$ cat src/rtl/combi_enc_pkg.sv
// Shared types and encoding constants for the dual-ISA instruction encoder.
package combi_enc_pkg;

    typedef enum logic [3:0] {
        OP_ADD   = 4'd0,
        OP_SUB   = 4'd1,
        OP_AND   = 4'd2,
        OP_OR    = 4'd3,
        OP_SLT   = 4'd4,
        OP_ADDI  = 4'd5,
        OP_ANDI  = 4'd6,
        OP_ORI   = 4'd7,
        OP_LOAD  = 4'd8,
        OP_STORE = 4'd9,
        OP_BEQ   = 4'd10,
        OP_JAL   = 4'd11,
        OP_LUI   = 4'd12
    } op_t;

    // RISC-V major opcodes
    localparam logic [6:0] OPC_RTYPE  = 7'b0110011;
    localparam logic [6:0] OPC_ITYPE  = 7'b0010011;
    localparam logic [6:0] OPC_LOAD   = 7'b0000011;
    localparam logic [6:0] OPC_STORE  = 7'b0100011;
    localparam logic [6:0] OPC_BRANCH = 7'b1100011;
    localparam logic [6:0] OPC_JAL    = 7'b1101111;
    localparam logic [6:0] OPC_LUI    = 7'b0110111;

    // RISC-V funct fields
    localparam logic [2:0] F3_ADD = 3'b000;
    localparam logic [2:0] F3_SLT = 3'b010;
    localparam logic [2:0] F3_OR  = 3'b110;
    localparam logic [2:0] F3_AND = 3'b111;
    localparam logic [2:0] F3_W   = 3'b010;
    localparam logic [2:0] F3_BEQ = 3'b000;
    localparam logic [6:0] F7_SUB = 7'b0100000;

    // ARM fields
    localparam logic [3:0] ARM_COND = 4'b1110;
    localparam logic [3:0] CMD_ADD  = 4'b0100;
    localparam logic [3:0] CMD_SUB  = 4'b0010;
    localparam logic [3:0] CMD_AND  = 4'b0000;
    localparam logic [3:0] CMD_ORR  = 4'b1100;
    localparam logic [7:0] ARM_LDR  = 8'b01011001;
    localparam logic [7:0] ARM_STR  = 8'b01011000;
    localparam logic [3:0] ARM_B    = 4'b1010;

    typedef struct packed {
        logic [31:0] instr;
        logic        arm;
        logic        err;
    } fifo_entry_t;

    // Signed range test on a 32-bit immediate
    function automatic logic in_range(input logic [31:0] v, input int lo, input int hi);
        return ($signed(v) >= lo) && ($signed(v) <= hi);
    endfunction

endpackage

$ cat src/rtl/combi_enc_word.sv
// Pure combinational encoder: one request in, one instruction word plus error flag out.
module combi_enc_word
    import combi_enc_pkg::*;
(
    input  logic        arm,
    input  logic [3:0]  op,
    input  logic [4:0]  rd,
    input  logic [4:0]  rs1,
    input  logic [4:0]  rs2,
    input  logic [31:0] imm,
    output logic [31:0] instr,
    output logic        err
);

    op_t opc;
    assign opc = op_t'(op);

    // Build the word for the selected ISA; any error forces the word to zero.
    always_comb begin
        logic [31:0] w;
        logic        e;
        w = '0;
        e = 1'b0;
        if (!arm) begin
            case (opc)
                OP_ADD:   w = {7'b0, rs2, rs1, F3_ADD, rd, OPC_RTYPE};
                OP_SUB:   w = {F7_SUB, rs2, rs1, F3_ADD, rd, OPC_RTYPE};
                OP_AND:   w = {7'b0, rs2, rs1, F3_AND, rd, OPC_RTYPE};
                OP_OR:    w = {7'b0, rs2, rs1, F3_OR, rd, OPC_RTYPE};
                OP_SLT:   w = {7'b0, rs2, rs1, F3_SLT, rd, OPC_RTYPE};
                OP_ADDI, OP_ANDI, OP_ORI: begin
                    w = {imm[11:0], rs1,
                         (opc == OP_ADDI) ? F3_ADD : (opc == OP_ANDI) ? F3_AND : F3_OR,
                         rd, OPC_ITYPE};
                    e = !in_range(imm, -2048, 2047);
                end
                OP_LOAD: begin
                    w = {imm[11:0], rs1, F3_W, rd, OPC_LOAD};
                    e = !in_range(imm, -2048, 2047);
                end
                OP_STORE: begin
                    w = {imm[11:5], rs2, rs1, F3_W, imm[4:0], OPC_STORE};
                    e = !in_range(imm, -2048, 2047);
                end
                OP_BEQ: begin
                    w = {imm[12], imm[10:5], rs2, rs1, F3_BEQ, imm[4:1], imm[11], OPC_BRANCH};
                    e = imm[0] || !in_range(imm, -4096, 4094);
                end
                OP_JAL: begin
                    w = {imm[20], imm[10:1], imm[11], imm[19:12], rd, OPC_JAL};
                    e = imm[0] || !in_range(imm, -1048576, 1048574);
                end
                OP_LUI: begin
                    w = {imm[31:12], rd, OPC_LUI};
                    e = (imm[11:0] != 12'h000);
                end
                default: e = 1'b1;
            endcase
        end else begin
            case (opc)
                OP_ADD:   w = {ARM_COND, 3'b000, CMD_ADD, 1'b0, rs1[3:0], rd[3:0], 8'h00, rs2[3:0]};
                OP_SUB:   w = {ARM_COND, 3'b000, CMD_SUB, 1'b0, rs1[3:0], rd[3:0], 8'h00, rs2[3:0]};
                OP_AND:   w = {ARM_COND, 3'b000, CMD_AND, 1'b0, rs1[3:0], rd[3:0], 8'h00, rs2[3:0]};
                OP_OR:    w = {ARM_COND, 3'b000, CMD_ORR, 1'b0, rs1[3:0], rd[3:0], 8'h00, rs2[3:0]};
                OP_ADDI, OP_ANDI, OP_ORI: begin
                    w = {ARM_COND, 3'b001,
                         (opc == OP_ADDI) ? CMD_ADD : (opc == OP_ANDI) ? CMD_AND : CMD_ORR,
                         1'b0, rs1[3:0], rd[3:0], 4'h0, imm[7:0]};
                    e = (imm[31:8] != 24'h0);
                end
                OP_LOAD: begin
                    w = {ARM_COND, ARM_LDR, rs1[3:0], rd[3:0], imm[11:0]};
                    e = (imm[31:12] != 20'h0);
                end
                OP_STORE: begin
                    // STR carries the data register in the Rd slot
                    w = {ARM_COND, ARM_STR, rs1[3:0], rs2[3:0], imm[11:0]};
                    e = (imm[31:12] != 20'h0);
                end
                OP_BEQ: begin
                    w = {ARM_COND, ARM_B, imm[25:2]};
                    e = (imm[1:0] != 2'b00) || !in_range(imm, -33554432, 33554428);
                end
                default: e = 1'b1;
            endcase
            if (rd[4] || rs1[4] || rs2[4]) e = 1'b1;
        end
        err   = e;
        instr = e ? 32'h0 : w;
    end

endmodule

$ cat src/rtl/combi_encoder.sv
// Encoder top: request handshake, 2-entry output FIFO, address counter and error counter.
module combi_encoder
    import combi_enc_pkg::*;
#(
    parameter logic [31:0] BASE_ADDR = 32'h0000_0000
) (
    input  logic        clk,
    input  logic        reset,
    input  logic        req_valid,
    output logic        req_ready,
    input  logic        req_arm,
    input  logic [3:0]  req_op,
    input  logic [4:0]  req_rd,
    input  logic [4:0]  req_rs1,
    input  logic [4:0]  req_rs2,
    input  logic [31:0] req_imm,
    output logic        out_valid,
    input  logic        out_ready,
    output logic [31:0] out_instr,
    output logic [31:0] out_addr,
    output logic        out_arm,
    output logic        out_err,
    input  logic        clr,
    output logic [7:0]  err_cnt
);

    fifo_entry_t mem [2];
    fifo_entry_t enc;
    fifo_entry_t head;
    logic        wr_ptr;
    logic        rd_ptr;
    logic [1:0]  count;
    logic [31:0] addr_cnt;
    logic        push;
    logic        pop;

    combi_enc_word u_word (
        .arm   (req_arm),
        .op    (req_op),
        .rd    (req_rd),
        .rs1   (req_rs1),
        .rs2   (req_rs2),
        .imm   (req_imm),
        .instr (enc.instr),
        .err   (enc.err)
    );
    assign enc.arm = req_arm;

    // Reset gates ready directly so it is low throughout reset and high right after release.
    assign req_ready = reset && (count != 2'd2);
    assign out_valid = (count != 2'd0);
    assign push      = req_valid && req_ready;
    assign pop       = out_valid && out_ready;
    assign head      = mem[rd_ptr];
    assign out_instr = out_valid ? head.instr : 32'h0;
    assign out_arm   = out_valid ? head.arm : 1'b0;
    assign out_err   = out_valid ? head.err : 1'b0;
    assign out_addr  = addr_cnt;

    // FIFO storage; contents are don't-care while the entry is not valid.
    always_ff @(posedge clk) begin
        if (push) mem[wr_ptr] <= enc;
    end

    // FIFO pointers and occupancy.
    always_ff @(posedge clk or negedge reset) begin
        if (!reset) begin
            wr_ptr <= 1'b0;
            rd_ptr <= 1'b0;
            count  <= 2'd0;
        end else begin
            if (push) wr_ptr <= ~wr_ptr;
            if (pop)  rd_ptr <= ~rd_ptr;
            count <= count + {1'b0, push} - {1'b0, pop};
        end
    end

    // Address of the head word advances on every handshake; clr takes priority.
    always_ff @(posedge clk or negedge reset) begin
        if (!reset) begin
            addr_cnt <= BASE_ADDR;
        end else if (clr) begin
            addr_cnt <= BASE_ADDR;
        end else if (pop) begin
            addr_cnt <= addr_cnt + 32'd4;
        end
    end

    // Saturating count of error words handed to the consumer.
    always_ff @(posedge clk or negedge reset) begin
        if (!reset) begin
            err_cnt <= 8'd0;
        end else if (clr) begin
            err_cnt <= 8'd0;
        end else if (pop && head.err && (err_cnt != 8'hFF)) begin
            err_cnt <= err_cnt + 8'd1;
        end
    end

endmodule

$ cat config.mk
export PLATFORM = sky130hd
export DESIGN_NAME = combi_encoder
export DESIGN_NICKNAME = d
export VERILOG_FILES = /design/src/rtl/combi_enc_pkg.sv /design/src/rtl/combi_enc_word.sv /design/src/rtl/combi_encoder.sv
export SDC_FILE = /design/constraint.sdc
export NUM_CORES = 1
export LEC_CHECK = 0
export CAP_MARGIN = 10
export CORE_MARGIN = 10
export CORE_UTILIZATION = 56
export DETAILED_ROUTE_END_ITERATION = 8
export PLACE_DENSITY = 0.89
export SLEW_MARGIN = 25
export SYNTH_ARGS = -nofsm -noshare
export SYNTH_HDL_FRONTEND = slang
export SYNTH_SLANG_ARGS = --single-unit
export TNS_END_PERCENT = 5
$ cat constraint.sdc
create_clock -name clk -period 8.41 [get_ports clk]
set_clock_uncertainty 0.15 [all_clocks]
set_input_delay 1.682 -clock clk [delete_from_list [all_inputs] [get_ports clk]]
set_output_delay 1.682 -clock clk [all_outputs]
set_load 0.01 [all_outputs]
==> out/results.tsv <==
stage	metric	value	unit
status	status	completed	
placement	gp_congestion	0.999	
floorplanning	die_y	126	µm
pwr	pwr-share-seq	41.3	%
placement	post_dp_cell_area	7670	µm²
min_path	worst_hold_path_type	reg2reg	
final_layout	n_antenna_cell	0	
pwr	clock_power_share	23.9	%
synth	ys_seq_elements	110	
pwr	sw_frac_of_total	33.1	%
synth	synthArstFlopShare	38.2	%
synth	ys_seq_area_share	49.1	%
final_layout	multi_input_area	2980	µm²
cts	h-tree-depth	3	
cts	clk_path_buf_depth	2	
cts	cts_resized	0	
cts	cts_tree	done	
synth	netlist_area	6300	µm²
final_layout	regArea	3090	µm²
sta	rsz0062_at_grt	false	
cts	cts_sinks	110	
sta	slew_viol_final	0	
sta	max_freq	192	MHz
drt	first_pass_iters	6	
setup_path	worstPathArrival	5.13	ns
pwr	ir_drop	0.000138	V
grt	grt_pass1_vias	5825	
drt	wl_per_cell	22.1	µm
final_layout	fin_area	7940	µm²
setup_path	cp_max_fo	37	
pwr	p_leak	2.94	nW
final_layout	final_nets	820	
sta	whs	0.408	ns
setup_path	crit_type	in2reg	
placement	port_buffers	130	
final_layout	drive_above_1_share	5.10	%
grt	antenna_found_initial	0	
cts	cts_buffers	9	
pwr	pwr-share-comb	34.8	%
drt	viasPerCell	6.56	
sta	setup_tns	0	ns
sta	period_minus_slack	5.20	ns
cts	clkSlewWorstSetupHoldPaths	0.07	ns
cts	cts_root_buffer	clkbuf_16	
cts	postCtsSetupBuffers	0	
synth	synth.area.top_cells	edfxtp_1 (32%), dfrtp_1 (17%), mux2i_1 (5.7%), nor2_1 (5.6%), nand2_1 (3.7%)	
synth	synth.top_cell.area_share	32.4	%
drt	ant_nets	0	
final_layout	fillers	831	
sta	setup_viol_count_final	0	
grt	grt_max_degree	65	
synth	ys_warn_count	0	
grt	grt_util_all_layers	24.2	%
synth	yosysTopAreaCell	edfxtp_1	
floorplanning	start_util	57.6	%
run	maxCapViolations	0	
sta	hold_viol_final	0	
floorplanning	dieArea	15900	µm²
floorplanning	num_rows	38	
drt	initialDrtViolationCount	889	
placement	place_hpwl	14700	µm
sta	slew_headroom	32.5	%
grt	grt_pass1_wl	31500	µm
pwr	switchingPower	0.000564	W
floorplanning	die_w	126	µm
synth	synth-edff-count	68	
setup_path	startpoint_type	input pin	
floorplanning	core-area	10900	µm²
synth	synth_flop_cell	edfxtp_1	
pwr	power.internal	0.00114	W
drt	drc	0	
pwr	power_density	214	nW/µm²
floorplanning	pin_count	133	
sta	tightest_slew	1.01	ns
synth	synth_cell_types	58	
synth	synthMostInstantiatedCell	nor2_1	
setup_path	end_kind	register	
synth	postSynthAreaPerCell	9.64	µm²
grt	overflow	0	
drt	vias	5926	
synth	synth_cells	654	
sta	min_period_over_period	61.8	%
synth	synth_common_cells	nor2_1 (94), edfxtp_1 (68), nand2_1 (62), dfrtp_1 (42)	
final_layout	syn2layout_area_growth	26.0	%
setup_path	required	8.33	ns
drt	routed_wl	20000	µm
cts	clk_latency	0.36	ns
cts	cts_hold_buf	0	
[metrics by stage]
| step | instances | util (%) | power, W | setup slack [ns] |
|---|---|---|---|---|
| 6_report | 904 | 72.6 | 0.00170 | 3.21 |
| 2_1_floorplan | 655 | - | 0.000998 | 4.11 |
| 5_1_grt | 904 | 72.6 | 0.00178 | 3.06 |
| 4_1_cts | 904 | 72.7 | 0.00171 | 3.32 |
| 3_5_place_dp | 888 | 70.1 | 0.00131 | 2.96 |
| 3_3_place_gp | 888 | 70.1 | 0.00129 | 3.14 |
[worst max-delay path: stages]
cell             delay [ns]
clkdlybuf4s50_1        0.91
buf_4                  0.45
o21ba_2                0.27
nand2_1                0.09
o21ai_1                0.29
a211oi_1               0.38
a32oi_2                0.14
buf_4                  0.28
a2111oi_0              0.61
[routing by layer]
metal	track usage, %	part of all wire (%)	wire length, µm
met1	29.3	38	7590
met2	39.3	48	9540
met3	7.30	11	2150
met4	10.4	3.6	721
met5	0	0	0
[sequential cells by signal (all words and copies together) (netlist names)]
signal and count:
out_addr 30, mem 68, err_cnt 8, rd_ptr 1
count 2, wr_ptr 1
[layout by cell type (no fill, tap or decap), drive strengths merged, types with 2 or more instances in the layout]
cell type and instances:
nor4 9, xnor2 12, nor2 94, xor2 22, o311a 2, nor2b 9, nand2 62, a311oi 4
a32oi 11, nand4 14, a2111oi 2, conb 2, or4 2, inv 16, or3 6, and4 2
clkbuf 10, mux2i 36, o211ai 3, and2 6, and3 6, a22oi 9, o21ai 22, buf 14
nand3 21, ha 4, a221o 5, edfxtp 68, a31oi 2, a21oi 28, a221oi 21, clkinv 2
dfrtp 42, or2 2, nor3 27, o22ai 11, a211oi 11, clkdlybuf4s50 127, o2111ai 3
[final cells by class]
type	instances	area share (%)
sequential	110	39.0
tap	140	2.21
clock buffer	10	2.88
timing repair buffer	141	17.2
clock inverter	6	0.646
multi-input combinational	484	37.5
inverter	13	0.614
[worst paths after layout]
check | startpoint | end | slack (ns) | depth (start not counted)
worst min-delay path | count[1]$_DFF_PN0_ | count[1]$_DFF_PN0_ | 0.41 | 1
worst max register to register | count[1]$_DFF_PN0_ | out_addr[31]$_DFFE_PN0N_ | 5.70 | 6
min in group asynchronous | reset | out_addr[18]$_DFFE_PN0N_ | 1.24 | 2
max in group asynchronous | reset | rd_ptr$_DFFE_PN0P_ | 6.48 | 2
worst min register to register | count[1]$_DFF_PN0_ | count[1]$_DFF_PN0_ | 0.41 | 1
worst max-delay path | req_op[3] | mem[0][23]$_DFFE_PP_ | 3.21 | 9
[power groups by stage]
stage	Combinational, W	Sequential [W]	Clock [W]
after CTS	0.000600	0.000703	0.000412
final	0.000593	0.000703	0.000407
after floorplan	0.000330	0.000668	0
after detailed placement	0.000597	0.000714	0
after global placement	0.000585	0.000709	0
after global routing	0.000637	0.000710	0.000434
[logic make-up (layout without fill, tap and decap cells)]
kind of cell,count (synthesis),in the layout,share of synthesized area (%)
AO/OA/AOI/OAI,143,143,16.0
XOR/XNOR,34,34,4.72
adder cells (fa/ha/maj),4,4,0.794
buffers and inverters,61,170,3.97
flip-flops,110,110,49.1
multiplexers,37,37,5.90
other,1,2,0.0595
AND/OR/NAND/NOR,264,264,19.5
(Power assumes the default switching activity.)
